### src/rtl/rr_mux_arbiter_if.sv
// Request/data bundle between four requesters and the shared-mux arbiter.
// The requester side drives req and in0..in3. The arbiter drives grant, select, out and valid.
interface rr_mux_arbiter_if #(
  parameter int WIDTH = 1
);
  logic [3:0]       req;
  logic [WIDTH-1:0] in0;
  logic [WIDTH-1:0] in1;
  logic [WIDTH-1:0] in2;
  logic [WIDTH-1:0] in3;
  logic [3:0]       grant;
  logic             address0;
  logic             address1;
  logic [WIDTH-1:0] out;
  logic             valid;

  modport master (
    output req, in0, in1, in2, in3,
    input  grant, address0, address1, out, valid
  );

  modport slave (
    input  req, in0, in1, in2, in3,
    output grant, address0, address1, out, valid
  );
endinterface

### src/rtl/rr_mux_arbiter.sv
// Round-robin arbiter with bounded hold time that steers one shared 4:1 mux.
// Grant and select are registered. The data path from the selected input to out is combinational.
module rr_mux_arbiter #(
  parameter int WIDTH    = 1,
  parameter int MAX_HOLD = 4
) (
  input logic           clk,
  input logic           reset_n,
  rr_mux_arbiter_if.slave bus
);

  localparam logic [0:0] IDLE  = 1'b0;
  localparam logic [0:0] OWN   = 1'b1;
  localparam logic [3:0] MAX_Q = 4'(MAX_HOLD);

  logic [0:0]       state_q, state_d;
  logic [3:0]       grant_q, grant_d;
  logic [1:0]       addr_q, addr_d;
  logic [3:0]       hold_q, hold_d;
  logic [1:0]       last_q, last_d;
  logic [3:0]       others;
  logic [2:0]       pick;
  logic             keep;
  logic [WIDTH-1:0] out_mux;

  // Returns {found, index}. The search starts at after+1 and wraps, so the first hit in rotation wins.
  function automatic logic [2:0] rr_pick(input logic [3:0] r, input logic [1:0] after);
    logic [1:0] idx;
    rr_pick = 3'b000;
    for (int k = 4; k >= 1; k--) begin
      idx = after + 2'(k);
      if (r[idx]) rr_pick = {1'b1, idx};
    end
  endfunction

  // In OWN, last_q equals the owner and grant_q masks it out. In IDLE, grant_q is zero.
  // One picker therefore serves both the fresh pick and the handoff.
  assign others = bus.req & ~grant_q;
  assign pick   = rr_pick(others, last_q);
  assign keep   = bus.req[addr_q] && ((hold_q < MAX_Q) || (others == 4'b0000));

  always_comb begin
    state_d = state_q;
    grant_d = grant_q;
    addr_d  = addr_q;
    hold_d  = hold_q;
    last_d  = last_q;
    case (state_q)
      IDLE: begin
        if (pick[2]) begin
          state_d = OWN;
          grant_d = 4'b0001 << pick[1:0];
          addr_d  = pick[1:0];
          hold_d  = 4'd1;
          last_d  = pick[1:0];
        end
      end
      OWN: begin
        if (keep) begin
          hold_d = (hold_q == MAX_Q) ? MAX_Q : hold_q + 4'd1;
        end else if (pick[2]) begin
          grant_d = 4'b0001 << pick[1:0];
          addr_d  = pick[1:0];
          hold_d  = 4'd1;
          last_d  = pick[1:0];
        end else begin
          state_d = IDLE;
          grant_d = 4'b0000;
          hold_d  = 4'd0;
        end
      end
      default: begin
        state_d = IDLE;
        grant_d = 4'b0000;
        hold_d  = 4'd0;
      end
    endcase
  end

  always_ff @(posedge clk or negedge reset_n) begin
    if (!reset_n) begin
      state_q <= IDLE;
      grant_q <= 4'b0000;
      addr_q  <= 2'b00;
      hold_q  <= 4'd0;
      last_q  <= 2'd3;
    end else begin
      state_q <= state_d;
      grant_q <= grant_d;
      addr_q  <= addr_d;
      hold_q  <= hold_d;
      last_q  <= last_d;
    end
  end

  // A case mux keeps X/Z on unselected inputs away from out.
  always_comb begin
    out_mux = '0;
    if (|grant_q) begin
      case (addr_q)
        2'd0:    out_mux = bus.in0;
        2'd1:    out_mux = bus.in1;
        2'd2:    out_mux = bus.in2;
        default: out_mux = bus.in3;
      endcase
    end
  end

  assign bus.grant    = grant_q;
  assign bus.address0 = addr_q[0];
  assign bus.address1 = addr_q[1];
  assign bus.valid    = |grant_q;
  assign bus.out      = out_mux;

endmodule

### src/flat_wrapper.sv
// flat-port wrapper written by rule: the top's interface ports become plain ports
module rr_mux_arbiter_flat 
#(
  parameter int WIDTH    = 1,
  parameter int MAX_HOLD = 4
)
  (clk, reset_n, bus_req, bus_in0, bus_in1, bus_in2, bus_in3, bus_grant, bus_address0, bus_address1, bus_out, bus_valid);
  rr_mux_arbiter_if #(.WIDTH(WIDTH)) bus_i ();
  input logic clk;
  input logic reset_n;
  input wire logic [$bits(bus_i.req)-1:0] bus_req;
  input wire logic [$bits(bus_i.in0)-1:0] bus_in0;
  input wire logic [$bits(bus_i.in1)-1:0] bus_in1;
  input wire logic [$bits(bus_i.in2)-1:0] bus_in2;
  input wire logic [$bits(bus_i.in3)-1:0] bus_in3;
  output wire logic [$bits(bus_i.grant)-1:0] bus_grant;
  output wire logic [$bits(bus_i.address0)-1:0] bus_address0;
  output wire logic [$bits(bus_i.address1)-1:0] bus_address1;
  output wire logic [$bits(bus_i.out)-1:0] bus_out;
  output wire logic [$bits(bus_i.valid)-1:0] bus_valid;
  assign bus_i.req = bus_req;
  assign bus_i.in0 = bus_in0;
  assign bus_i.in1 = bus_in1;
  assign bus_i.in2 = bus_in2;
  assign bus_i.in3 = bus_in3;
  assign bus_grant = bus_i.grant;
  assign bus_address0 = bus_i.address0;
  assign bus_address1 = bus_i.address1;
  assign bus_out = bus_i.out;
  assign bus_valid = bus_i.valid;
  rr_mux_arbiter #(.WIDTH(WIDTH), .MAX_HOLD(MAX_HOLD)) u_core (.clk(clk), .reset_n(reset_n), .bus(bus_i));
endmodule
### config.mk
export PLATFORM = sky130hd
export DESIGN_NAME = rr_mux_arbiter_flat
export DESIGN_NICKNAME = d
export VERILOG_FILES = /design/src/rtl/rr_mux_arbiter_if.sv /design/src/rtl/rr_mux_arbiter.sv /design/src/flat_wrapper.sv
export SDC_FILE = /design/constraint.sdc
export NUM_CORES = 1
export LEC_CHECK = 0
export ABC_AREA = 1
export ABC_CLOCK_PERIOD_IN_PS = 1400
export BUFFER_PORTS_ARGS = -buffer_cell sky130_fd_sc_hd__buf_2
export CAP_MARGIN = 5
export CORE_UTILIZATION = 45
export DETAILED_ROUTE_END_ITERATION = 16
export PLACE_DENSITY = 0.75
export SLEW_MARGIN = 5
export SYNTH_ARGS = -nofsm -noshare
export SYNTH_HDL_FRONTEND = slang
export SYNTH_SLANG_ARGS = --single-unit
### constraint.sdc
create_clock -name clk -period 1.4 [get_ports clk]
set_input_delay 0.21 -clock clk [delete_from_list [all_inputs] [get_ports clk]]
set_output_delay 0.21 -clock clk [all_outputs]
set_load 0.02 [all_outputs]
* Yosys cells after proc, flatten, opt, wreduce, memory -nomap -nowiden
Index checks and enable logic that the tools add are counted.
** Word-level totals
- Bits in registers :: 13
- Input bits :: 10
- Logic and storage cells :: 64
- Output and inout bits :: 8
** Operators by class
- Eq/ne operators :: 5
- Shift-type cells :: 1
- Reduce and logical (&&, ||, !) cells :: 6
- $lt $le $gt $ge :: 6
- Muxes and demuxes :: 34
- Add/sub/neg operators :: 4
- Bitwise logic cells :: 3
** Operator list (number)
- 4-bit 2-to-1 mux :: 6
- 4-bit one-hot mux with 2 select lines :: 2
- 2-bit by 3-bit < comparator with 1-bit output, second input constant :: 5
- 3-bit 2-to-1 mux :: 4
- 1-bit binary-select mux with 2-bit select :: 5
- 1-bit 2-to-1 mux :: 9
- 2-bit 2-to-1 mux :: 4
- 2-bit one-hot mux with 2 select lines :: 2
- 2-bit adder, second input constant :: 2
- 4-bit by 1-bit adder with 4-bit output, second input constant :: 1
- 4-bit bitwise AND :: 1
- 4-bit by 3-bit == test with 1-bit output, second input constant :: 1
- 4-bit zero test :: 1
- 4-bit by 3-bit < comparator with 1-bit output, second input constant :: 1
- 4-bit NOT :: 1
- 4-bit OR reduction :: 1
- 1-bit by 2-bit left shift with 4-bit output, first input constant :: 1
- 1-bit one-hot mux with 3 select lines :: 1
- 2-bit by 1-bit adder with 2-bit output, second input constant :: 1
- 2-bit by 1-bit == test with 1-bit output, second input constant :: 1
- 2-bit == test, second input constant :: 1
- 2-bit zero test :: 1
- 2-bit by 1-bit inequality test with 1-bit output, second input constant :: 1
- 2-bit inequality test, second input constant :: 1
- 5 further kinds :: 5

* Logic depth before layout (Yosys ltp)
- Depth in word-level cells :: 12
- Gate-level depth with buffers :: 14
- Depth with buffers taken out :: 13

* Worst setup path before layout
No wires, ideal clock.
- Kind :: register to output
- Start point :: register u_core.addr_q[1]
- End point :: output bus_out
- Arrival :: 1.279 ns
- Stages on the path, launching flop included :: 4
- Required time :: 1.190 ns
- Slack :: -0.089 ns
- Path buffers :: 0
- Cells stage by stage :: dfrtp_1 -> inv_1 -> a21oi_1 -> a221oi_1
** On the way
- Word-level cells in the longest chain between the ends :: 3
- Elaborated cells on any way between the ends :: 5
- Classes of those cells :: eq/ne: 2; mux: 2; reduce/logical: 1
** Ends and longest elaborated chain
- from (decl) :: line rr_mux_arbiter.sv:18 : logic [1:0] addr_q, addr_d;
- from (signal assigned) :: line rr_mux_arbiter.sv:90 : addr_q <= addr_d;
- 2-bit == test, or another cell as far along :: line rr_mux_arbiter.sv:100 : case (addr_q)
- 1-bit one-hot mux with 3 select lines * :: line rr_mux_arbiter.sv:100
- 1-bit 2-to-1 mux * :: line rr_mux_arbiter.sv:99 : if (|grant_q) begin
- to (decl) :: line flat_wrapper.sv:19 : output wire logic [$bits(bus_i.out)-1:0] bus_out;
Mark *: on every way between the ends. The rest lies on a longest branch, timed or not.

* Final worst setup path
Same ends and word-level chain as after synthesis.

==> flow_metrics.tcl <==
set metrics [dict create \
    synth.distinct_cells 22 \
    status "finished, violations left" \
    relSlewSlack_pct 79.9 \
    maxSlewViolCount 0 \
    synth-seq-area-share_pct 34.4 \
    dieWidth_um 48 \
    cp_max_fo 3 \
    rsz0062_at_grt "yes" \
    cts_buffer_depth 2 \
    wirelength_mm 2.57 \
    synth_area_sq_um 952 \
    dp_hpwl_mm 1.80 \
    r2r-end "u_core.addr_q[0]" \
    post-route-min-period_ns 1.58 \
    critPathMaxStageDelay_ns 0.42 \
    clk_pin_slew_worst_paths_ns 0.08 \
    initialDrtViolationCount 18 \
    cts_buffers 3 \
    pwr_density_cell_nw_per_um2 2720 \
    ff2ff_setup_slack_ns -0.17 \
    p_leak_uw 0.000756 \
    htree_levels 1 \
    ys_warn_count 0 \
    fp-row-count 16 \
    synth.avg_cell_area_sq_um 6.75 \
    die_y_um 48 \
    end_kind "output port" \
    hold_class "in2async" \
    clock_sinks 13 \
    crit_path_top_delay_cell "dfrtp_1" \
    cts_tree "yes" \
    dr.pass1.iters 4 \
    pwr-share-clk_pct 6.3 \
    seqPwrFrac_pct 19.1 \
    numPortBuffers 17 \
    combinationalPowerShare_pct 74.6 \
    arrival_ns 1.37 \
    switching_share_pct 50.1 \
    drc 0 \
    finalClockSkew_ns 0.000743 \
    drive_above_1_share_pct 59.1 \
    synth_seq_cells 13 \
    core_area_sq_um 1980 \
    grt.overflow.total 0 \
    routed_via_density 4.86 \
    fin_tns_setup_ns -1.42 \
    grt_max_degree 14 \
    crit_type "reg2out" \
    ir_drop_v 0.00141 \
    final_antenna_net_count 0 \
    globalplace.congestion 0.763 \
    antenna_found_initial 0 \
    pin_count 18 \
    fmax_mhz 632 \
    grt_pass1_vias 864 \
    synth_area_leaders "dfrtp_1 29%, nand2_1 20%, inv_1 7.9%" \
    synth_fp_nets 153 \
    area_growth_syn_to_layout_pct 53.7 \
    path_cells "inv_2 > buf_6 > nand2_4 > a221oi_2 > buf_4" \
    antennaDiodeCount 0 \
    vias 1036 \
    hold_viol_final 0 \
    cts_root_buf "clkbuf_4" \
    layout.nets 199 \
    fin_ws_ns -0.182 \
    r2r-start "u_core.last_q[0]" \
    wl_per_cell_um 12.1 \
    grt_usage_pct 22.8 \
    failed_checks "setup timing" \
    start_kind "flip-flop" \
    p_sw_uw 1990 \
    p_int_uw 1980 \
    maxCapViolations 0 \
    tightest_slew_ns 0.302 \
    setup_viol 13 \
    dp_slack_ns -0.113 \
    synth_top_area_cell "dfrtp_1" \
    fin_util_pct 73.9 \
    clock_latency_ns 0.29 \
    die_area_sq_um 2300 \
    grt_pass1_wl_mm 3.54 \
    start_util_pct 48.0 \
    period_share_pct 113 \
    r2r_cells 13 \
    syn_inst 141 \
    timing.critical_path.required_ns 1.19 \
    yosysTopAreaCellShare_pct 28.9 \
]
==> how the worst max path moves through the flow <==
stage                                    from                to  slack, ns  depth (start not counted)
after floorplan              u_core.last_q[0]  u_core.addr_q[0]      -0.02                         14
after global placement       u_core.last_q[0]  u_core.addr_q[0]      -0.07                         13
after detailed placement     u_core.last_q[0]  u_core.addr_q[0]      -0.11                         13
after CTS                 u_core.bus.grant[3]           bus_out      -0.15                          4
after global routing         u_core.last_q[0]  u_core.addr_q[0]      -0.29                         13
final                        u_core.addr_q[1]           bus_out      -0.18                          5
==> logic make-up (layout without fill, tap and decap cells) <==
| logic type | after synthesis | in the layout | synth area share (%) |
|---|---|---|---|
| buf+inv | 28 | 73 | 12.4 |
| simple gates | 85 | 85 | 42.6 |
| fa+ha+maj | 2 | 2 | 2.63 |
| compound gates | 13 | 13 | 8.02 |
| flops | 13 | 13 | 34.4 |
==> cells in the final DEF (no fill, tap or decap), drive strengths merged <==
cell type	count
nand2	59
buf	41
inv	26
nand3	15
dfrtp	11
nor2	10
o21ai	6
a21oi	4
clkbuf	4
ha	2
dfstp	2
nor4	1
a221oi	1
clkinv	1
o22ai	1
o211ai	1
dlygate4sd3	1
==> through the flow <==
step | power [uW] | hold WS [ns] | instances | instance area [sq um]
global placement | 2850 | 0.109 | 198 | 1180
floorplan | 2240 | -0.0856 | 141 | 971
detailed placement | 2920 | 0.112 | 198 | 1180
finish | 3980 | 0.331 | 213 | 1460
CTS | 3740 | 0.334 | 211 | 1390
global route | 4330 | 0.349 | 213 | 1460
==> registers in the layout, indices dropped and copies added, names as in the netlist <==
register          count
u_core.bus.grant      4
u_core.addr_q         2
u_core.state_q        1
u_core.hold_q         4
u_core.last_q         2
==> power groups by stage <==
stage | Sequential [uW] | Combinational (uW) | Clock (uW)
6_report | 759 | 2970 | 250
4_1_cts | 748 | 2750 | 243
3_5_place_dp | 738 | 2180 | 0
2_1_floorplan | 784 | 1460 | 0
3_3_place_gp | 729 | 2120 | 0
5_1_grt | 778 | 3290 | 264
==> worst max-delay path: cells and delay by family, from the launching register on <==
kind / cells / cell delay [ns]
AND/OR/NAND/NOR: 1 / 0.04
buffers and inverters: 3 / 0.37
flip-flops: 1 / 0.42
AO/OA/AOI/OAI: 1 / 0.25
==> synth_stat cells <==
cell / instances
clkinv_1: 1
inv_1: 20
inv_2: 4
nand3_1: 15
ha_1: 2
nor2_4: 5
nor2_1: 3
a21oi_1: 3
nand2_1: 50
o21ai_1: 1
a221oi_1: 1
o22ai_1: 1
nand2_2: 9
o211ai_1: 1
buf_6: 1
o21ai_0: 5
dfrtp_1: 11
dfstp_2: 2
inv_4: 2
nor4_1: 1
nor2_2: 2
a21oi_2: 1
==> area by class of cell <==
class | count | area [sq um]
multi-input cells | 100 | 648
clock buffers | 4 | 26.3
fillers | 157 | 518
inverters | 27 | 108
flip-flops and latches | 13 | 334
well taps | 27 | 33.8
repair buffers | 42 | 314
==> repair_timing <==
item,4_1_cts,5_1_grt
buffers inserted,8,2
gates resized for setup,35,17
endpoints found under the setup margin,12,14
pin swaps,19,8
hold buffers,1,0
hold endpoints to repair,11,0
==> per-layer routing <==
layer  vias to the layer above  GRT usage (%)  wire length (um)
met4                         0           8.89                45
met3                         5           3.02               106
met5                         -              0                 0
met2                        30           42.7              1320
li1                        524              -                 -
met1                       477           25.9              1100
Note: power is estimated with default switching activity, not from simulation.
